$ cat src/rtl/seg7_pkg.sv
// Shared seven-segment definitions: active-low glyph patterns for hex digits 0-F,
// the all-off pattern and the glyph type used by the scan decoder.
package seg7_pkg;

    typedef logic [6:0] seg7_glyph_t;

    localparam seg7_glyph_t GLYPH_0 = 7'h40;
    localparam seg7_glyph_t GLYPH_1 = 7'h79;
    localparam seg7_glyph_t GLYPH_2 = 7'h24;
    localparam seg7_glyph_t GLYPH_3 = 7'h30;
    localparam seg7_glyph_t GLYPH_4 = 7'h19;
    localparam seg7_glyph_t GLYPH_5 = 7'h12;
    localparam seg7_glyph_t GLYPH_6 = 7'h02;
    localparam seg7_glyph_t GLYPH_7 = 7'h78;
    localparam seg7_glyph_t GLYPH_8 = 7'h00;
    localparam seg7_glyph_t GLYPH_9 = 7'h18;
    localparam seg7_glyph_t GLYPH_A = 7'h08;
    localparam seg7_glyph_t GLYPH_B = 7'h03;
    localparam seg7_glyph_t GLYPH_C = 7'h46;
    localparam seg7_glyph_t GLYPH_D = 7'h21;
    localparam seg7_glyph_t GLYPH_E = 7'h06;
    localparam seg7_glyph_t GLYPH_F = 7'h0E;

    localparam seg7_glyph_t SEG_BLANK = 7'h7F;

    // Entry n holds the glyph for nibble n.
    localparam logic [15:0][6:0] GLYPH_TABLE = {
        GLYPH_F, GLYPH_E, GLYPH_D, GLYPH_C, GLYPH_B, GLYPH_A, GLYPH_9, GLYPH_8,
        GLYPH_7, GLYPH_6, GLYPH_5, GLYPH_4, GLYPH_3, GLYPH_2, GLYPH_1, GLYPH_0
    };

endpackage

$ cat src/rtl/seg7_to_hex.sv
// Combinational reverse lookup: active-low segment pattern to hex nibble, with a flag
// saying whether the pattern is one of the sixteen legal glyphs.
module seg7_to_hex
    import seg7_pkg::*;
(
    input  seg7_glyph_t i_seg,
    output logic        o_ok,
    output logic [3:0]  o_nibble
);

    always_comb begin
        o_ok     = 1'b0;
        o_nibble = 4'h0;
        for (int n = 0; n < 16; n++) begin
            if (i_seg == GLYPH_TABLE[n]) begin
                o_ok     = 1'b1;
                o_nibble = 4'(n);
            end
        end
    end

endmodule

$ cat src/rtl/seg_scan_decoder.sv
// Watches a multiplexed active-low seven-segment bus, debounces each (anode, segment)
// pattern and rebuilds the hex digit shown at every position, with freshness timeout.
module seg_scan_decoder
    import seg7_pkg::*;
#(
    parameter int NDIG          = 4,
    parameter int STABLE_CYCLES = 4,
    parameter int TIMEOUT       = 65536
)
(
    input  logic                                  i_clk,
    input  logic                                  i_rst,
    input  logic [NDIG-1:0]                       i_an,
    input  logic [6:0]                            i_seg,
    output logic [4*NDIG-1:0]                     o_digits,
    output logic [NDIG-1:0]                       o_dig_valid,
    output logic [NDIG-1:0]                       o_dig_blank,
    output logic [NDIG-1:0]                       o_dig_err,
    output logic                                  o_upd,
    output logic [((NDIG > 1) ? $clog2(NDIG) : 1)-1:0] o_upd_idx
);

    localparam int CW = $clog2(STABLE_CYCLES + 1);
    localparam int TW = $clog2(TIMEOUT + 1);
    localparam int IW = (NDIG > 1) ? $clog2(NDIG) : 1;

    logic [NDIG-1:0]   r_last_an;
    seg7_glyph_t       r_last_seg;
    logic [CW-1:0]     r_cnt;
    logic [4*NDIG-1:0] r_digits;
    logic [NDIG-1:0]   r_valid;
    logic [NDIG-1:0]   r_blank;
    logic [NDIG-1:0]   r_err;
    logic              r_upd;
    logic [IW-1:0]     r_upd_idx;
    logic [TW-1:0]     r_to [NDIG];

    logic              w_onehot;
    logic              w_match;
    logic              w_commit;
    logic              w_blank;
    logic              w_ok;
    logic [3:0]        w_nib;
    logic [IW-1:0]     w_pos;
    logic [NDIG-1:0]   w_to_hit;

    seg7_to_hex u_decode (
        .i_seg    (r_last_seg),
        .o_ok     (w_ok),
        .o_nibble (w_nib)
    );

    assign w_onehot = $onehot(~i_an);
    assign w_match  = w_onehot && (i_an == r_last_an) && (i_seg == r_last_seg);
    // Commit fires only on the step into saturation, so a held pattern commits once.
    assign w_commit = w_match && (r_cnt == CW'(STABLE_CYCLES - 1));
    assign w_blank  = (r_last_seg == SEG_BLANK);

    always_comb begin
        w_pos = '0;
        for (int i = 0; i < NDIG; i++) begin
            if (!r_last_an[i]) w_pos = IW'(i);
        end
    end

    always_comb begin
        w_to_hit = '0;
        for (int i = 0; i < NDIG; i++) begin
            w_to_hit[i] = (r_to[i] == TW'(TIMEOUT - 1));
        end
    end

    always_ff @(posedge i_clk) begin
        if (i_rst) begin
            r_last_an  <= '1;
            r_last_seg <= SEG_BLANK;
            r_cnt      <= '0;
        end else begin
            r_last_an  <= i_an;
            r_last_seg <= i_seg;
            if (w_match) begin
                if (r_cnt != CW'(STABLE_CYCLES)) r_cnt <= r_cnt + 1'b1;
            end else begin
                r_cnt <= w_onehot ? CW'(1) : '0;
            end
        end
    end

    always_ff @(posedge i_clk) begin
        if (i_rst) begin
            r_digits  <= '0;
            r_valid   <= '0;
            r_blank   <= '0;
            r_err     <= '0;
            r_upd     <= 1'b0;
            r_upd_idx <= '0;
        end else begin
            r_upd <= w_commit;
            if (w_commit) r_upd_idx <= w_pos;
            for (int i = 0; i < NDIG; i++) begin
                if (w_commit && (w_pos == IW'(i))) begin
                    if (w_blank) begin
                        r_digits[4*i +: 4] <= 4'h0;
                        r_valid[i]         <= 1'b1;
                        r_blank[i]         <= 1'b1;
                        r_err[i]           <= 1'b0;
                    end else if (w_ok) begin
                        r_digits[4*i +: 4] <= w_nib;
                        r_valid[i]         <= 1'b1;
                        r_blank[i]         <= 1'b0;
                        r_err[i]           <= 1'b0;
                    end else begin
                        r_valid[i]         <= 1'b0;
                        r_blank[i]         <= 1'b0;
                        r_err[i]           <= 1'b1;
                    end
                end else if (w_to_hit[i]) begin
                    r_valid[i] <= 1'b0;
                end
            end
        end
    end

    // A commit to a position takes priority over its timeout on the same edge.
    always_ff @(posedge i_clk) begin
        for (int i = 0; i < NDIG; i++) begin
            if (i_rst) begin
                r_to[i] <= '0;
            end else if (w_commit && (w_pos == IW'(i))) begin
                r_to[i] <= '0;
            end else if (r_to[i] != TW'(TIMEOUT)) begin
                r_to[i] <= r_to[i] + 1'b1;
            end
        end
    end

    assign o_digits    = r_digits;
    assign o_dig_valid = r_valid;
    assign o_dig_blank = r_blank;
    assign o_dig_err   = r_err;
    assign o_upd       = r_upd;
    assign o_upd_idx   = r_upd_idx;

endmodule

$ cat config.mk
export PLATFORM = sky130hd
export DESIGN_NAME = seg_scan_decoder
export DESIGN_NICKNAME = d
export VERILOG_FILES = /design/src/rtl/seg7_pkg.sv /design/src/rtl/seg7_to_hex.sv /design/src/rtl/seg_scan_decoder.sv
export SDC_FILE = /design/constraint.sdc
export NUM_CORES = 1
export LEC_CHECK = 0
export ABC_AREA = 1
export CELL_PAD_IN_SITES_DETAIL_PLACEMENT = 1
export CELL_PAD_IN_SITES_GLOBAL_PLACEMENT = 1
export CORE_UTILIZATION = 42
export CTS_BUF_LIST = sky130_fd_sc_hd__clkbuf_4 sky130_fd_sc_hd__clkbuf_8
export DETAILED_ROUTE_END_ITERATION = 10
export HOLD_SLACK_MARGIN = 0.15
export PLACE_DENSITY = 0.77
export SYNTH_ARGS = -nofsm -noshare
export SYNTH_HDL_FRONTEND = slang
export SYNTH_SLANG_ARGS = --single-unit
$ cat constraint.sdc
create_clock -name i_clk -period 5.2 [get_ports i_clk]
set_clock_uncertainty 0.15 [all_clocks]
set_input_delay 0.52 -clock i_clk [delete_from_list [all_inputs] [get_ports i_clk]]
set_output_delay 0.52 -clock i_clk [all_outputs]
set_load 0.03 [all_outputs]
==> metrics.yaml, run 1 <==
outcome: "finished clean"
htreeDepth: 4
cts_tree: "done"
ir_drop_uv: 127
synth_area_leader_cell: "edfxtp_1"
start_util_pct: 43.1
setup_viol: 0
holdPathStages: 2
clock.fmax_ghz: 0.267
n_fill_cell: 1897
fp.dieW_um: 127
drc: 0
grt_pass1_wl_um: 28800
synth_nets: 872
grt_max_degree: 45
period_minus_slack_ns: 3.74
fin_nets: 923
portBuffers: 43
clockBufferDepth: 2
finalSetupTns_ns: 0
vias_per_cell: 5.05
drv_slew: 0
yosysMostFrequentCell: "nand2_1"
final_core_util_pct: 49.9
cts-hold-fix-buffers: 0
p_int_uw: 1530
clkTransAtPathRegs_ns: 0.07
cts_buffers: 17
die_h_um: 127
hold_class: "flip-flop to flip-flop"
power_frac_seq_pct: 48.3
power.share.clock_pct: 44.9
root_buffer: "clkbuf_8"
synth-seq-cells: 113
drive_above_1_share_pct: 10.5
yosys-top-cells-area: "edfxtp_1 (31%), dfxtp_1 (14%), nand2_1 (12%)"
setup_ws_ns: 1.46
yosysWarnings: 0
routedWlPerCell_um: 15.1
postCtsSetupRepairBufs: 0
critical_path_class: "input port to flip-flop"
r2r_cells: 3
place_area_um2: 7190
combPwrFrac_pct: 6.8
seq_area_frac_synth_pct: 44.8
dp_hpwl_um: 12800
p_switching_uw: 484
crit_arrival_ns: 3.66
grt_usage_pct: 22.7
grt_overflow_total: 0
synth_ff_type: "edfxtp_1"
hold_viol: 0
critical_path_required_ns: 5.12
core_area_um2: 15300
drtPass1Iterations: 4
antenna_found_initial: 0
syn_area_um2: 6580
async_flop_share_pct: 0
ys_types: 36
grt_pass1_vias: 5992
ios: 44
synth_top_area_share_pct: 31.1
ant_nets: 0
num_rows: 45
rsz0062_at_grt: "no"
postCtsResizedCells: 0
holdWs_ns: 0.326
slew_headroom_pct: 39.9
fin_crit_sh_pct: 71.9
die_area_um2: 16200
synthCells: 841
max_cap_viol_count: 0
avgSynthCellArea_um2: 7.82
powerDensity_nw_per_um2: 265
syn2layout_area_growth_pct: 15.8
vias: 5640
dp_slack_ns: 0.992
crit_fanout: 17
tightest_slew_ns: 0.899
p_leak_uw: 0.00316
drt_iter0_markers: 233
place_congestion: 0.859
sw_frac_of_total_pct: 24.0
clock_latency_ns: 0.45
yosys-top-cells-count: "nand2_1 (203), nor2_1 (113), inv_1 (106)"
startpoint_type: "input port"
clock-sinks: 113
final_area_um2: 7610
diodes: 0
finalWirelength_um: 16800
end_kind: "flip-flop"
synth-edff-count: 68
[area by class of cell]
type / count / area (um^2) / share of cell area (%)
tap: 211 / 264 / 3.47
multi-input combinational: 602 / 3120 / 41.0
sequential: 113 / 2940 / 38.7
clock inverter: 13 / 166 / 2.19
inverter: 114 / 428 / 5.62
clock buffer: 19 / 255 / 3.35
timing repair buffer: 44 / 438 / 5.75
[power by group through the flow]
stage               logic (uW)  registers (uW)  clock network, uW
floorplan                  103             988                  0
global placement           132             993                  0
detailed placement         138             994                  0
CTS                        139             975                921
global route               157             977                966
finish                     137             975                906
[worst max-delay path, cell delays in order]
cell and delay, ns:
clkdlybuf4s50_1 0.49, fa_1 0.54, inv_1 0.04, ha_1 0.17, ha_1 0.28, inv_1 0.07, nand2_1 0.05, nor2_1 0.13
nand2_1 0.07, nor2_1 0.09, nand3_1 0.13, nor2_4 0.21, nand2_2 0.16, nand3b_1 0.70
[registers in the layout (all words and copies together), names as in the netlist]
register / count
o_dig_valid: 4
o_digits: 16
o_upd_idx: 2
o_dig_blank: 4
o_upd: 1
r_to: 68
r_last_seg: 7
r_cnt: 3
o_dig_err: 4
r_last_an: 4
[per-layer routing]
layer	global-route usage [%]	vias to the layer above	routed length (um)
met4	8.26	0	361
met3	4.82	29	491
met2	40.3	79	8480
met5	0	-	0
met1	26.9	2703	7510
li1	-	2829	-
[stage by stage]
step                cells  power (uW)
finish               1116        2020
global route         1116        2100
CTS                  1116        2030
detailed placement   1084        1130
global placement     1084        1120
floorplan             841        1090
[final timing paths]
| kind | from | endpoint | slack (ns) |
|---|---|---|---|
| setup / recovery | i_an[1] | r_to[3][2] | 1.46 |
| hold / removal | o_digits[12] | o_digits[12] | 0.33 |
| setup reg to reg | r_to[1][8] | r_to[1][3] | 2.36 |
| hold reg to reg | o_digits[12] | o_digits[12] | 0.33 |
[placed cells by master (no fill, tap or decap), types with 8 or more instances in the layout]
master,instances
nor2_2,31
nand3_1,64
o21ai_0,15
dfxtp_1,45
xor2_1,28
nand2_1,203
inv_2,9
nor2_1,113
nor3_1,28
ha_1,17
inv_1,105
edfxtp_1,68
xnor2_1,8
clkdlybuf4s50_1,43
clkbuf_8,18
nor4_1,11
nand4_1,23
a21oi_1,23
[cell families (layout without fill, tap and decap cells)]
kind of cell,count (synthesis),count (layout),share of synthesized area (%)
compound gates,47,47,3.73
xor+xnor,36,36,4.80
fa+ha+maj,18,18,3.54
buf+inv,126,190,7.84
flops,113,113,44.8
simple gates,501,501,35.3
(Power assumes the default switching activity.)
==> inputs of run 2 (changes only) <==
==> constraint.sdc (replaced) <==
create_clock -name i_clk -period 3.73 [get_ports i_clk]
set_clock_uncertainty 0.15 [all_clocks]
set_input_delay 0.373 -clock i_clk [delete_from_list [all_inputs] [get_ports i_clk]]
set_output_delay 0.373 -clock i_clk [all_outputs]
set_load 0.03 [all_outputs]
==> run 2 against run 1 <==
Final cell count rose by 0.36%. Combinational power rose by 42%. Routed wire length rose by 2.2%. Count of clock-buffer cells in the layout rose by 4. Largest power group unchanged. Sequential share of layout area fell by 0.32 points. Total power rose by 36%. Cell area rose by 0.82%. Sequential cell count did not move. Register-to-register slack got worse by 1.0 ns. Highest routed layer unchanged.
==> metrics.yaml, run 2 (synthesis results as in run 1) <==
crit_fanout: 17
largest-register: "r_to"
critical_path_required_ns: 3.73
ir_drop_uv: 194
ios: 44
drive_above_1_share_pct: 11.0
fin_nets: 927
clkTransAtPathRegs_ns: 0.07
fp.dieW_um: 127
antenna_found_initial: 0
finalWirelength_um: 17200
dp_hpwl_um: 13000
clock.fmax_ghz: 0.312
critical_path_class: "input port to flip-flop"
end_kind: "flip-flop"
final_common_cell: "nand2_1"
crit_family: "simple AND/OR/NAND/NOR gates"
cts-hold-fix-buffers: 0
mostFrequentLayoutCells: "nand2_1 (203), nor2_1 (113), inv_1 (105)"
p_switching_uw: 683
powerDensity_nw_per_um2: 358
power_frac_seq_pct: 49.5
die_h_um: 127
portBuffers: 43
largest_reg_flops: 68
power.share.clock_pct: 43.4
cts_buffers: 17
crit_slowest_cell: "fa_1"
grt_pass1_wl_um: 28800
p_leak_uw: 0.00318
die_area_um2: 16200
drt_iter0_markers: 211
setup_viol: 0
cpPeakStageDelay_ns: 0.56
rsz0062_at_grt: "no"
grt_max_degree: 34
postCtsSetupRepairBufs: 0
grt_pass1_vias: 5989
p_int_uw: 2060
outcome: "finished clean"
fin_crit_sh_pct: 85.9
grt_overflow_total: 0
start_util_pct: 43.1
holdWs_ns: 0.325
ant_nets: 0
syn2layout_area_growth_pct: 16.7
vias: 5734
final_core_util_pct: 50.3
combPwrFrac_pct: 7.1
startpoint_type: "input port"
path_buf_inv: 4
root_buffer: "clkbuf_8"
grt_usage_pct: 22.7
place_congestion: 0.876
num_rows: 45
htreeDepth: 4
postCtsResizedCells: 0
sw_frac_of_total_pct: 24.9
hold_viol: 0
finalSetupTns_ns: 0
clock_latency_ns: 0.45
tightest_slew_ns: 0.713
hold_class: "flip-flop to flip-flop"
drtPass1Iterations: 4
slew_headroom_pct: 52.4
core_area_um2: 15300
diodes: 0
clock-sinks: 113
crit_arrival_ns: 3.21
drv_slew: 0
period_minus_slack_ns: 3.20
clockBufferDepth: 2
drc: 0
r2r_slack_ns: 1.32
max_cap_viol_count: 0
cts_tree: "done"
routedWlPerCell_um: 15.4
path_cells: "clkdlybuf4s50_1, fa_1, inv_1, ha_1, ha_1, inv_1, nand3_1, nor3_1, nand2_1, nor2_2, nand2_2, nand4_1, buf_12"
vias_per_cell: 5.12
## run 2: changes by cell type in the layout (fill, tap and decap cells not counted), sizes merged
cell / change
buf: +4
clkbuf: +4
clkinv: -4
bufinv: -2
clkinvlp: +2
## run 2: path summary, 6_finish.rpt
| kind | startpoint | endpoint | cells past startpoint |
|---|---|---|---|
| worst max-delay path | i_an[0] | r_to[1][5] | 13 |
| worst min-delay path | o_digits[12] | o_digits[12] | 2 |
| worst max register to register | r_to[0][0] | r_to[0][16] | 8 |
| worst min register to register | o_digits[12] | o_digits[12] | 2 |
## run 2: worst min-delay path, stage by stage, from the launching register on
cell and delay, ns:
dfxtp_1 0.31, nand3_1 0.07, nand2_1 0.05
## run 2: layout make-up
cell class                 count  area, um^2
multi-input combinational    602        3120
timing repair buffer          48         518
clock inverter                 9         106
sequential                   113        2940
inverter                     114         428
fill                        1904        7580
tap                          211         264
clock buffer                  23         298
## run 2: power by group through the flow
stage               registers (uW)  clock network [uW]  logic [uW]
finish                        1360                1190         195
global route                  1360                1260         222
CTS                           1360                1220         197
detailed placement            1390                   0         195
global placement              1380                   0         184
floorplan                     1380                   0         143
## run 2: layer usage
layer  GRT usage, %  part of all wire (%)
met1           26.8                    45
met2           40.8                    50
met3           3.52                   2.6
met4           9.87                   2.6
met5              0                     0
## run 2: stage by stage
| stage | setup slack, ns | cells | total power, uW | cell area, um^2 |
|---|---|---|---|---|
| floorplan | 0.624 | 841 | 1520 | 6580 |
| global placement | 0.227 | 1088 | 1570 | 7270 |
| detailed placement | 0.133 | 1088 | 1580 | 7270 |
| CTS | 0.560 | 1120 | 2770 | 7670 |
| global route | 0.422 | 1120 | 2850 | 7670 |
| finish | 0.526 | 1120 | 2750 | 7670 |
==> inputs of run 3 (changes only) <==
--- a/config.mk
+++ b/config.mk
@@ -11,6 +11,7 @@
 export CORE_UTILIZATION = 42
 export CTS_BUF_LIST = sky130_fd_sc_hd__clkbuf_4 sky130_fd_sc_hd__clkbuf_8
 export DETAILED_ROUTE_END_ITERATION = 10
+export GPL_TIMING_DRIVEN = 1
 export HOLD_SLACK_MARGIN = 0.15
 export PLACE_DENSITY = 0.77
 export SYNTH_ARGS = -nofsm -noshare
==> results of run 3 <==
Same layout as run 2: the final DEF is identical, and so are final timing and power.
